$ cat src/rtl/decode_stage_pkg.sv
// Shared core types: fetch bundle, decoded-operation record, operation classes
// and RV32I base opcodes.
package core;

    localparam int unsigned ADDR_WIDTH = 30;
    localparam int unsigned INSN_WIDTH = 32;

    localparam logic [6:0] OPC_OP     = 7'b0110011;
    localparam logic [6:0] OPC_OP_IMM = 7'b0010011;
    localparam logic [6:0] OPC_LOAD   = 7'b0000011;
    localparam logic [6:0] OPC_STORE  = 7'b0100011;
    localparam logic [6:0] OPC_BRANCH = 7'b1100011;
    localparam logic [6:0] OPC_JAL    = 7'b1101111;
    localparam logic [6:0] OPC_JALR   = 7'b1100111;
    localparam logic [6:0] OPC_LUI    = 7'b0110111;
    localparam logic [6:0] OPC_AUIPC  = 7'b0010111;
    localparam logic [6:0] OPC_SYSTEM = 7'b1110011;

    typedef struct packed {
        logic                  valid;
        logic [ADDR_WIDTH-1:0] addr;
        logic [INSN_WIDTH-1:0] insn;
    } InsnBundle;

    typedef enum logic [3:0] {
        ALU_R, ALU_I, LOAD, STORE, BRANCH, JAL, JALR, LUI, AUIPC, SYSTEM, ILLEGAL
    } OpClass;

    typedef struct packed {
        OpClass      cls;
        logic [4:0]  rd;
        logic [4:0]  rs1;
        logic [4:0]  rs2;
        logic [31:0] imm;
        logic        illegal;
    } DecodedOps;

endpackage

$ cat src/rtl/decode_stage_if.sv
// Fetch-to-decode handshake: instruction bundle forward, ready backward.
interface decode_stage_if;
    import core::*;

    InsnBundle insn;
    logic      in_ready;

    modport master (output insn, input  in_ready);
    modport slave  (input  insn, output in_ready);
endinterface

$ cat src/rtl/decode_stage_decoder.sv
// Combinational RV32I decoder: class, register fields, sign-extended
// immediate and register-usage flags.
module insn_decoder
    import core::*;
#(
    parameter int unsigned INSN_WIDTH = core::INSN_WIDTH
) (
    input  logic [INSN_WIDTH-1:0] insn_i,
    output DecodedOps             dec_o,
    output logic                  uses_rs1_o,
    output logic                  uses_rs2_o,
    output logic                  writes_rd_o
);

    OpClass      cls;
    logic [31:0] imm;

    always_comb begin
        cls = ILLEGAL;
        case (insn_i[6:0])
            OPC_OP:     cls = ALU_R;
            OPC_OP_IMM: cls = ALU_I;
            OPC_LOAD:   cls = LOAD;
            OPC_STORE:  cls = STORE;
            OPC_BRANCH: cls = BRANCH;
            OPC_JAL:    cls = JAL;
            OPC_JALR:   cls = JALR;
            OPC_LUI:    cls = LUI;
            OPC_AUIPC:  cls = AUIPC;
            OPC_SYSTEM: cls = SYSTEM;
            default:    cls = ILLEGAL;
        endcase
    end

    always_comb begin
        imm         = '0;
        uses_rs1_o  = 1'b0;
        uses_rs2_o  = 1'b0;
        writes_rd_o = 1'b0;
        case (cls)
            ALU_R: begin
                uses_rs1_o  = 1'b1;
                uses_rs2_o  = 1'b1;
                writes_rd_o = 1'b1;
            end
            ALU_I, LOAD, JALR: begin
                imm         = {{20{insn_i[31]}}, insn_i[31:20]};
                uses_rs1_o  = 1'b1;
                writes_rd_o = 1'b1;
            end
            STORE: begin
                imm        = {{20{insn_i[31]}}, insn_i[31:25], insn_i[11:7]};
                uses_rs1_o = 1'b1;
                uses_rs2_o = 1'b1;
            end
            BRANCH: begin
                imm        = {{19{insn_i[31]}}, insn_i[31], insn_i[7],
                              insn_i[30:25], insn_i[11:8], 1'b0};
                uses_rs1_o = 1'b1;
                uses_rs2_o = 1'b1;
            end
            JAL: begin
                imm         = {{11{insn_i[31]}}, insn_i[31], insn_i[19:12],
                               insn_i[20], insn_i[30:21], 1'b0};
                writes_rd_o = 1'b1;
            end
            LUI, AUIPC: begin
                imm         = {insn_i[31:12], 12'b0};
                writes_rd_o = 1'b1;
            end
            // CSR-style I-immediate; no scoreboard involvement
            SYSTEM:  imm = {{20{insn_i[31]}}, insn_i[31:20]};
            default: imm = '0;
        endcase
    end

    always_comb begin
        dec_o         = '0;
        dec_o.cls     = cls;
        dec_o.rd      = insn_i[11:7];
        dec_o.rs1     = insn_i[19:15];
        dec_o.rs2     = insn_i[24:20];
        dec_o.imm     = imm;
        dec_o.illegal = (cls == ILLEGAL);
    end

endmodule

$ cat src/rtl/decode_stage.sv
// Decode stage: one-entry hold register, RAW scoreboard against writeback,
// hazard back-pressure to fetch and a saturating stall counter.
module decode_stage #(
    parameter int unsigned ADDR_WIDTH      = core::ADDR_WIDTH,
    parameter int unsigned INSN_WIDTH      = core::INSN_WIDTH,
    parameter int unsigned NUM_REGS        = 32,
    parameter int unsigned STALL_CNT_WIDTH = 16
) (
    input  logic                       clk,
    input  logic                       rst,
    decode_stage_if.slave              fe,
    input  logic                       flush,
    input  logic                       wb_valid,
    input  logic [4:0]                 wb_rd,
    output core::InsnBundle            stage_out_insn,
    output core::DecodedOps            out_dec,
    output logic [STALL_CNT_WIDTH-1:0] stall_cycles
);
    import core::*;

    localparam int unsigned IDX_W = $clog2(NUM_REGS);

    if (ADDR_WIDTH != core::ADDR_WIDTH || INSN_WIDTH != core::INSN_WIDTH || IDX_W != 5) begin : g_param_check
        $error("decode_stage: widths must match the core package bundle and 5-bit register indices");
    end

    InsnBundle           hold_q;
    logic [NUM_REGS-1:0] sb_q, sb_d;
    DecodedOps           hold_dec;
    logic                uses_rs1, uses_rs2, writes_rd;
    logic                hazard, issue, accept, stall;

    insn_decoder #(.INSN_WIDTH(INSN_WIDTH)) u_dec (
        .insn_i      (hold_q.insn),
        .dec_o       (hold_dec),
        .uses_rs1_o  (uses_rs1),
        .uses_rs2_o  (uses_rs2),
        .writes_rd_o (writes_rd)
    );

    // Registered scoreboard only: a same-cycle writeback releases next cycle.
    assign hazard = (uses_rs1 && hold_dec.rs1 != '0 && sb_q[hold_dec.rs1]) ||
                    (uses_rs2 && hold_dec.rs2 != '0 && sb_q[hold_dec.rs2]);
    assign issue       = hold_q.valid && !hazard && !flush;
    assign stall       = hold_q.valid && hazard && !flush;
    assign fe.in_ready = !hold_q.valid || issue;
    assign accept      = fe.insn.valid && fe.in_ready && !flush;

    always_comb begin
        sb_d = sb_q;
        if (wb_valid && wb_rd != '0)
            sb_d[wb_rd] = 1'b0;
        if (issue && writes_rd && hold_dec.rd != '0)
            sb_d[hold_dec.rd] = 1'b1;
        sb_d[0] = 1'b0;
    end

    always_ff @(posedge clk) begin
        if (!rst) begin
            hold_q         <= '0;
            sb_q           <= '0;
            stage_out_insn <= '0;
            out_dec        <= '0;
            stall_cycles   <= '0;
        end else begin
            sb_q <= sb_d;

            if (flush)
                hold_q.valid <= 1'b0;
            else if (accept)
                hold_q <= fe.insn;
            else if (issue)
                hold_q.valid <= 1'b0;

            stage_out_insn.valid <= issue;
            if (issue) begin
                stage_out_insn.addr <= hold_q.addr;
                stage_out_insn.insn <= hold_q.insn;
                out_dec             <= hold_dec;
            end

            if (stall && stall_cycles != '1)
                stall_cycles <= stall_cycles + STALL_CNT_WIDTH'(1);
        end
    end

endmodule

$ cat src/flat_wrapper.sv
// flat-port wrapper written by rule: the top's interface ports become plain ports
module decode_stage_flat import core::*;
#(
    parameter int unsigned ADDR_WIDTH      = core::ADDR_WIDTH,
    parameter int unsigned INSN_WIDTH      = core::INSN_WIDTH,
    parameter int unsigned NUM_REGS        = 32,
    parameter int unsigned STALL_CNT_WIDTH = 16
)
  (clk, rst, flush, wb_valid, wb_rd, stage_out_insn, out_dec, stall_cycles, fe_insn, fe_in_ready);
  decode_stage_if fe_i ();
  input  logic clk;
  input  logic rst;
  input  logic flush;
  input  logic wb_valid;
  input  logic [4:0] wb_rd;
  output core::InsnBundle stage_out_insn;
  output core::DecodedOps out_dec;
  output logic [STALL_CNT_WIDTH-1:0] stall_cycles;
  input wire logic [$bits(fe_i.insn)-1:0] fe_insn;
  output wire logic [$bits(fe_i.in_ready)-1:0] fe_in_ready;
  assign fe_i.insn = fe_insn;
  assign fe_in_ready = fe_i.in_ready;
  decode_stage #(.ADDR_WIDTH(ADDR_WIDTH), .INSN_WIDTH(INSN_WIDTH), .NUM_REGS(NUM_REGS), .STALL_CNT_WIDTH(STALL_CNT_WIDTH)) u_core (.clk(clk), .rst(rst), .fe(fe_i), .flush(flush), .wb_valid(wb_valid), .wb_rd(wb_rd), .stage_out_insn(stage_out_insn), .out_dec(out_dec), .stall_cycles(stall_cycles));
endmodule
$ cat config.mk
export PLATFORM = sky130hd
export DESIGN_NAME = decode_stage_flat
export DESIGN_NICKNAME = d
export VERILOG_FILES = /design/src/rtl/decode_stage_pkg.sv /design/src/rtl/decode_stage_if.sv /design/src/rtl/decode_stage_decoder.sv /design/src/rtl/decode_stage.sv /design/src/flat_wrapper.sv
export SDC_FILE = /design/constraint.sdc
export NUM_CORES = 1
export LEC_CHECK = 0
export ABC_CLOCK_PERIOD_IN_PS = 2400
export CAP_MARGIN = 20
export CORE_UTILIZATION = 25
export CTS_BUF_LIST = sky130_fd_sc_hd__clkbuf_16
export DETAILED_ROUTE_END_ITERATION = 10
export GPL_TIMING_DRIVEN = 0
export SETUP_SLACK_MARGIN = 0.2
export SLEW_MARGIN = 20
export SYNTH_ARGS = -nofsm -noshare
export SYNTH_HDL_FRONTEND = slang
export SYNTH_SLANG_ARGS = --single-unit
$ cat constraint.sdc
create_clock -name clk -period 2.4 [get_ports clk]
set_input_delay 0.72 -clock clk [delete_from_list [all_inputs] [get_ports clk]]
set_output_delay 0.72 -clock clk [all_outputs]
set_load 0.05 [all_outputs]
* Word-level counts from Yosys, hierarchy flattened
Index checks and enable logic that the tools add are counted.
** Word-level totals
- Input port bits :: 72
- Word-level logic and storage cells :: 99
- Output and inout bits :: 132
- Flip-flop bits (word level) :: 226
** Cells by class
- Reduce and logical (&&, ||, !) cells :: 34
- $add $sub $neg :: 1
- Order comparisons :: 6
- Bitwise operators :: 5
- Mux-type cells :: 17
- Equal/unequal tests :: 21
** Operator list (number)
- $pmux W32 S5 :: 1
- $mux W32 :: 2
- $pmux W4 S10 :: 1
- $and A32 B32 Y32 :: 1
- $not A32 Y32 :: 1
- $or A32 B32 Y32 :: 1
- $eq A7 B7 Y1 const B :: 4
- $lt A5 B6 Y1 const B :: 4
- $eq A7 B6 Y1 const B :: 3
- $reduce_bool A5 Y1 :: 4
- $add A16 B1 Y16 const B :: 1
- $eq A4 B3 Y1 const B :: 4
- $logic_and A1 B1 Y1 :: 16
- $ne A16 B16 Y1 const B :: 1
- $eq A7 B5 Y1 const B :: 2
- $eq A4 B4 Y1 const B :: 3
- $bmux W1 S5 :: 2
- $demux W1 S5 :: 2
- $ge A5 B1 Y1 const B :: 2
- $mux W1 :: 9
- $eq A4 B2 Y1 const B :: 2
- $eq A7 B2 Y1 const B :: 1
- $reduce_or A7 Y1 :: 1
- $reduce_or A6 Y1 :: 1
- other kinds (10) :: 15

* Longest topological paths before layout
- Depth in word-level cells :: 15
- Gate-level depth with buffers :: 12
- Mapped depth without buffers :: 7

* Modules after synthesis
From an unflattened synthesis, not the netlist that was laid out.
** Unflattened totals
- Cells, all modules :: 1131
- Area total of the unflattened synthesis :: 9873.2 µm²
** Modules (own cells, without submodules)
- decode_stage :: seq. area each 4504.3 µm², cells each 1006, times used 1, area an instance 9034.9 µm²
- insn_decoder :: seq. area each 0.0 µm², cells each 125, times used 1, area an instance 838.3 µm²

* Least setup slack after synthesis
No wires, ideal clock.
- Kind :: register to output
- From :: register u_core.hold_q[20] (netlist bit)
- To :: output port fe_in_ready
- Buffers on the path :: 1
- Arrival time :: 2.750 ns
- Path slack :: -1.070 ns
- Data required time :: 1.680 ns
- Cell stages (with the launch flop) :: 7
- Cells stage by stage :: dfxtp_1 -> buf_2 -> mux4_2 -> nor2b_1 -> o2111ai_1 -> o22ai_1 -> o21ai_0
** Between the ends
- Word-level cells in the longest chain between the ends :: 8
- Elaborated cells on any way between the ends :: 10
- Those cells by class :: mux (2); reduce/logical (8)
** RTL lines
- start, declared :: line decode_stage.sv:27 : InsnBundle hold_q;
- start signal, assigned :: line decode_stage.sv:71 : hold_q <= fe.insn;
- $bmux W1 S5 or $reduce_bool A5 Y1 (tied branches) :: line decode_stage.sv:43 : (uses_rs2 && hold_dec.rs2 != '0 && sb_q[hold_dec.rs2]);
- $mux W1 (implied by the code) or $logic_and A1 B1 Y1 (tied branches) :: line decode_stage.sv:43
- $logic_and A1 B1 Y1 * :: line decode_stage.sv:43
- $logic_or A1 B1 Y1 * :: line decode_stage.sv:42 : assign hazard = (uses_rs1 && hold_dec.rs1 != '0 && sb_q[hold_dec.rs1]) ||
- $logic_not A1 Y1 * :: line decode_stage.sv:44 : assign issue = hold_q.valid && !hazard && !flush;
- $logic_and A1 B1 Y1 * (2 in series) :: line decode_stage.sv:44
- $logic_or A1 B1 Y1 * :: line decode_stage.sv:46 : assign fe.in_ready = !hold_q.valid || issue;
- end, declared :: line flat_wrapper.sv:20 : output wire logic [$bits(fe_i.in_ready)-1:0] fe_in_ready;
Every way passes the cells marked *; elsewhere a longest branch is shown, timed or not. The select of a mux whose other input is x is not followed.

* Final worst setup path
- From :: register u_core.hold_q[16] (netlist bit)
- To :: output port fe_in_ready
** Between the ends
- Word-level cells in the longest chain between the ends :: 8
- Elaborated cells on any way between the ends :: 10
- Those cells by class :: mux (2); reduce/logical (8)
** RTL lines (line)
- $bmux W1 S5 or $reduce_bool A5 Y1 (tied branches) :: decode_stage.sv:42
- $mux W1 (implied by the code) or $logic_and A1 B1 Y1 (tied branches) :: decode_stage.sv:42
- $logic_and A1 B1 Y1 * :: decode_stage.sv:42
- $logic_or A1 B1 Y1 * :: decode_stage.sv:42
- $logic_not A1 Y1 * :: decode_stage.sv:44
- $logic_and A1 B1 Y1 * (2 in series) :: decode_stage.sv:44
- $logic_or A1 B1 Y1 * :: decode_stage.sv:46
Marked as above.

==> flow_summary_export.csv <==
group,metric,value,unit
clocking,cts.sinks,210,
floorplan,die_area,38080,um2
route,first_pass_iters,4,
critical_path,start_kind,"flop",
critical_path,r2r-start,"u_core.hold_q[16]$_SDFFE_PN0P_",
clocking,htree_levels,1,
floorplan,ioPinCount,204,
pwr,p_int,0.006015,W
clocking,root_buffer,"clkbuf_16",
route,drcViolationCount,0,
yosys,synth_cell_types,52,
final_layout,design_area,14980,um2
critical_path,r2r_slack,-0.65,ns
final_layout,antennaDiodeCount,0,
critical_path,cp_slowest_cell,"mux4_2",
critical_path,path_buf_inv,2,
pwr,peakVddDrop,0.4292,mV
yosys,yosysTopAreaCellShare,45.08,%
sta,maxSlewHeadroom,39.11,%
yosys,synthAdderAreaFrac,0.1342,%
status,violations,"negative setup slack",
critical_path,crit_end,"fe_in_ready",
pwr,pwr-share-seq,44.6,%
route,ant_nets,0,
grt,grt_antenna_before_repair,0,
clocking,cts_tree,"yes",
yosys,synth_seq_area_share,45.08,%
final_layout,num-fill-cells,3588,
sta,final_max_slew_viol_count,0,
final_layout,area_growth,60.62,%
sta,hold_viol_final,0,
clocking,clk_latency,0.54,ns
pwr,power_per_cell_area,543.0,nW/um2
place,dpl.hpwl,24.53,mm
critical_path,crit_cells,8,
grt,grt_max_degree,13,
sta,final.setup.tns,-101.99,ns
critical_path,critPathLaunch,"u_core.hold_q[16]$_SDFFE_PN0P_",
yosys,synthMuxAreaShare,12.73,%
route,routedWlPerCell,19.50,um
sta,final-setup-viol-count,308,
clocking,clockBufferDepth,3,
critical_path,rr_endpoint,"u_core.hold_q[16]$_SDFFE_PN0P_",
critical_path,cp.arrival,2.52,ns
floorplan,start_util,25.41,%
sta,clock.fmax,0.3083,GHz
place,gp_congestion,0.9014,
route,drt_iter0_markers,465,
route,viasPerCell,4.920,
route,finalWirelength,36.76,mm
pwr,p_sw_share,26.05,%
sta,fin_ws,-0.8435,ns
worst_hold_path,hp-class,"reg2reg",
yosys,syn_inst,1094,
floorplan,rows,70,
critical_path,required,1.68,ns
yosys,synth-xor-area-share,0.09392,%
place,port_buffers,202,
yosys,yosys_register_bits,210,
floorplan,coreArea,36700,um2
yosys,synth_top_family_by_area,"simple AND/OR/NAND/NOR gates",
critical_path,worst-r2r-cell-count,14,
yosys,synthArstFlopShare,0,%
place,dp.cells,1764,
clocking,clk_pin_slew,0.06,ns
critical_path,crit_chain,"buf_6 -> mux4_2 -> a2bb2oi_1 -> o2111ai_2 -> and3_4 -> o22ai_4 -> o21ai_4 -> buf_8",
critical_path,cpPeakStageDelay,0.50,ns
yosys,yosys.area_share.simple,20.56,%
final_layout,regArea,4235,um2
grt,gr-usage-all-layers,17.72,%
critical_path,path_class,"reg2out",
sta,rsz0062_at_grt,"true",
final_layout,drive_above_1_share,24.21,%
grt,grt_pass1_vias,8815,
route,num_vias,9274,
grt,grt_pass1_wl,52.60,mm
clocking,numCtsBuffers,26,
floorplan,die_x,195.1,um
sta,min_period,3.243,ns
final_layout,multiInputGateArea,5259,um2
place,place_area,12110,um2
pwr,combPwrFrac,11.9,%
sta,worst_pin_slew,0.9133,ns
status,outcome,"finished with violations",
yosys,yosysTopAreaCell,"dfxtp_1",
yosys,synth_warnings,0,
yosys,synthTopCellsByArea,"dfxtp_1 (45%), mux2i_1 (10%), nand2_1 (9.9%)",
sta,timing.final.crit_share,135.1,%
sta,finClkSkew,0.01830,ns
yosys,syn_nets,1167,
job,drv_cap,0,
yosys,synth_compound_area_share,15.15,%
yosys,syn-cell-area,9325,um2
final_layout,stdcell_count,1885,
critical_path,path_delay_family,"compound AO/OA/AOI/OAI gates",
floorplan,die_h,195.1,um
pwr,power.switching,0.002119,W
yosys,syn-mean-instance-area,8.524,um2
critical_path,cp-end-kind,"primary output",
critical_path,critPathMaxFanout,5,
yosys,ys.flop_type,"dfxtp_1",
pwr,leakagePower,5.345,nW
yosys,synth-edff-count,0,
grt,grt-ovfl-total,0,
final_layout,layout.nets,1473,
pwr,power.share.clock,43.6,%
final cells by class:
| cell class | count | area share [%] |
|---|---|---|
| Clock buffer | 27 | 4.511 |
| Timing Repair Buffer | 278 | 21.65 |
| Tap cell | 468 | 3.909 |
| Buffer | 101 | 5.772 |
| Inverter | 9 | 0.2255 |
| Clock inverter | 18 | 0.5430 |
| Multi-Input combinational cell | 774 | 35.11 |
| Sequential cell | 210 | 28.28 |
state kept, by name (all words and copies together) (netlist names):
| register | count |
|---|---|
| u_core.out_dec | 49 |
| u_core.stage_out_insn | 51 |
| u_core.hold_q | 63 |
| u_core.stall_cycles | 16 |
| u_core.sb_q | 31 |
per-layer routing:
metal | vias to the layer above | global-route usage [%] | share of wire [%]
met2 | 323 | 28.56 | 46
met5 | - | 0 | 0
met3 | 54 | 5.458 | 8.6
met1 | 4437 | 22.70 | 43
met4 | 0 | 5.045 | 2.4
li1 | 4460 | - | -
timing repair:
item	4_1_cts	5_1_grt
gates cloned	6	17
buffers inserted	25	28
endpoints found under the hold margin	0	0
hold buffers	0	0
pin swaps	16	26
endpoints found under the setup margin	342	341
gates resized for setup	89	246
power groups by stage:
stage	Clock, W	Sequential (W)	Combinational [W]
detailed placement	0	0.00369	0.000739
global route	0.00377	0.00363	0.00102
CTS	0.00362	0.00362	0.000843
finish	0.00354	0.00363	0.000965
global placement	0	0.00369	0.000732
floorplan	0	0.00373	0.000366
cells in the final DEF, fill, tap and decap left out, types with 8 or more instances in the layout:
master / instances
inv_1: 14
nand3_2: 29
mux2i_1: 93
a211oi_2: 11
nor2b_1: 8
dfxtp_2: 13
nand3_1: 28
clkbuf_1: 41
buf_12: 23
nor2_1: 31
buf_4: 39
o21ai_1: 52
o21ai_0: 11
o21ai_2: 48
mux4_2: 8
o211ai_1: 32
dfxtp_1: 193
buf_8: 18
a21oi_1: 40
clkbuf_16: 43
nand2_1: 236
nand4_1: 12
nand3b_1: 9
clkdlybuf4s50_1: 200
buf_6: 24
cell usage after synthesis, types with 2 or more instances:
master,count
buf_1,4
or3b_2,4
dfxtp_1,210
and3b_1,3
clkbuf_1,50
buf_4,22
and4_1,2
buf_2,16
mux4_2,8
o21ai_1,2
a22oi_1,7
nor2b_1,8
mux2_2,5
o211ai_1,32
inv_1,8
a2bb2oi_1,2
nand4_1,12
o31ai_1,5
and3_1,8
buf_6,9
nor2_1,38
o21ai_0,111
nand3b_1,9
or4_1,5
nand2_1,247
and2_1,5
a31oi_1,3
a211oi_1,17
nand3_1,59
or3_1,12
mux2i_1,95
nor3_1,4
nand2b_1,5
a21oi_1,44
o2111ai_1,4
nor3b_1,3
how the worst min path moves through the flow:
stage | startpoint | slack, ns | endpoint | cells after the start
after floorplan | u_core.hold_q[32]$_SDFFE_PN0P_ | 0.43 | u_core.hold_q[32]$_SDFFE_PN0P_ | 2
after global placement | u_core.hold_q[59]$_SDFFE_PN0P_ | 0.44 | u_core.hold_q[59]$_SDFFE_PN0P_ | 2
after detailed placement | u_core.hold_q[45]$_SDFFE_PN0P_ | 0.45 | u_core.hold_q[45]$_SDFFE_PN0P_ | 2
after CTS | u_core.hold_q[60]$_SDFFE_PN0P_ | 0.45 | u_core.stage_out_insn[60]$_SDFFE_PN0P_ | 2
after global routing | u_core.hold_q[60]$_SDFFE_PN0P_ | 0.46 | u_core.stage_out_insn[60]$_SDFFE_PN0P_ | 2
final | u_core.hold_q[60]$_SDFFE_PN0P_ | 0.45 | u_core.stage_out_insn[60]$_SDFFE_PN0P_ | 2
logic make-up (layout without fill, tap and decap cells):
family / Yosys count / after routing
AO/OA/AOI/OAI: 238 / 238
XOR/XNOR: 1 / 1
adder cells (fa/ha/maj): 1 / 1
buffers and inverters: 110 / 433
flip-flops: 210 / 210
multiplexers: 108 / 108
AND/OR/NAND/NOR: 426 / 426
through the flow:
| step | hold slack [ns] | power (W) | util (%) | worst slack [ns] |
|---|---|---|---|---|
| 2_1_floorplan | 0.4350 | 0.004096 | - | -0.2233 |
| 3_3_place_gp | 0.4426 | 0.004421 | 33.00 | -1.221 |
| 3_5_place_dp | 0.4466 | 0.004429 | 33.00 | -1.255 |
| 4_1_cts | 0.4454 | 0.008082 | 37.05 | -0.8683 |
| 5_1_grt | 0.4614 | 0.008419 | 40.81 | -0.9223 |
| 6_report | 0.4461 | 0.008134 | 40.81 | -0.8435 |
worst min-delay path, stage by stage, from the launching register on:
cell and delay (ns):
dfxtp_1 0.31, nand3_1 0.06, o21ai_1 0.05
Note: power is estimated with default switching activity, not from simulation.
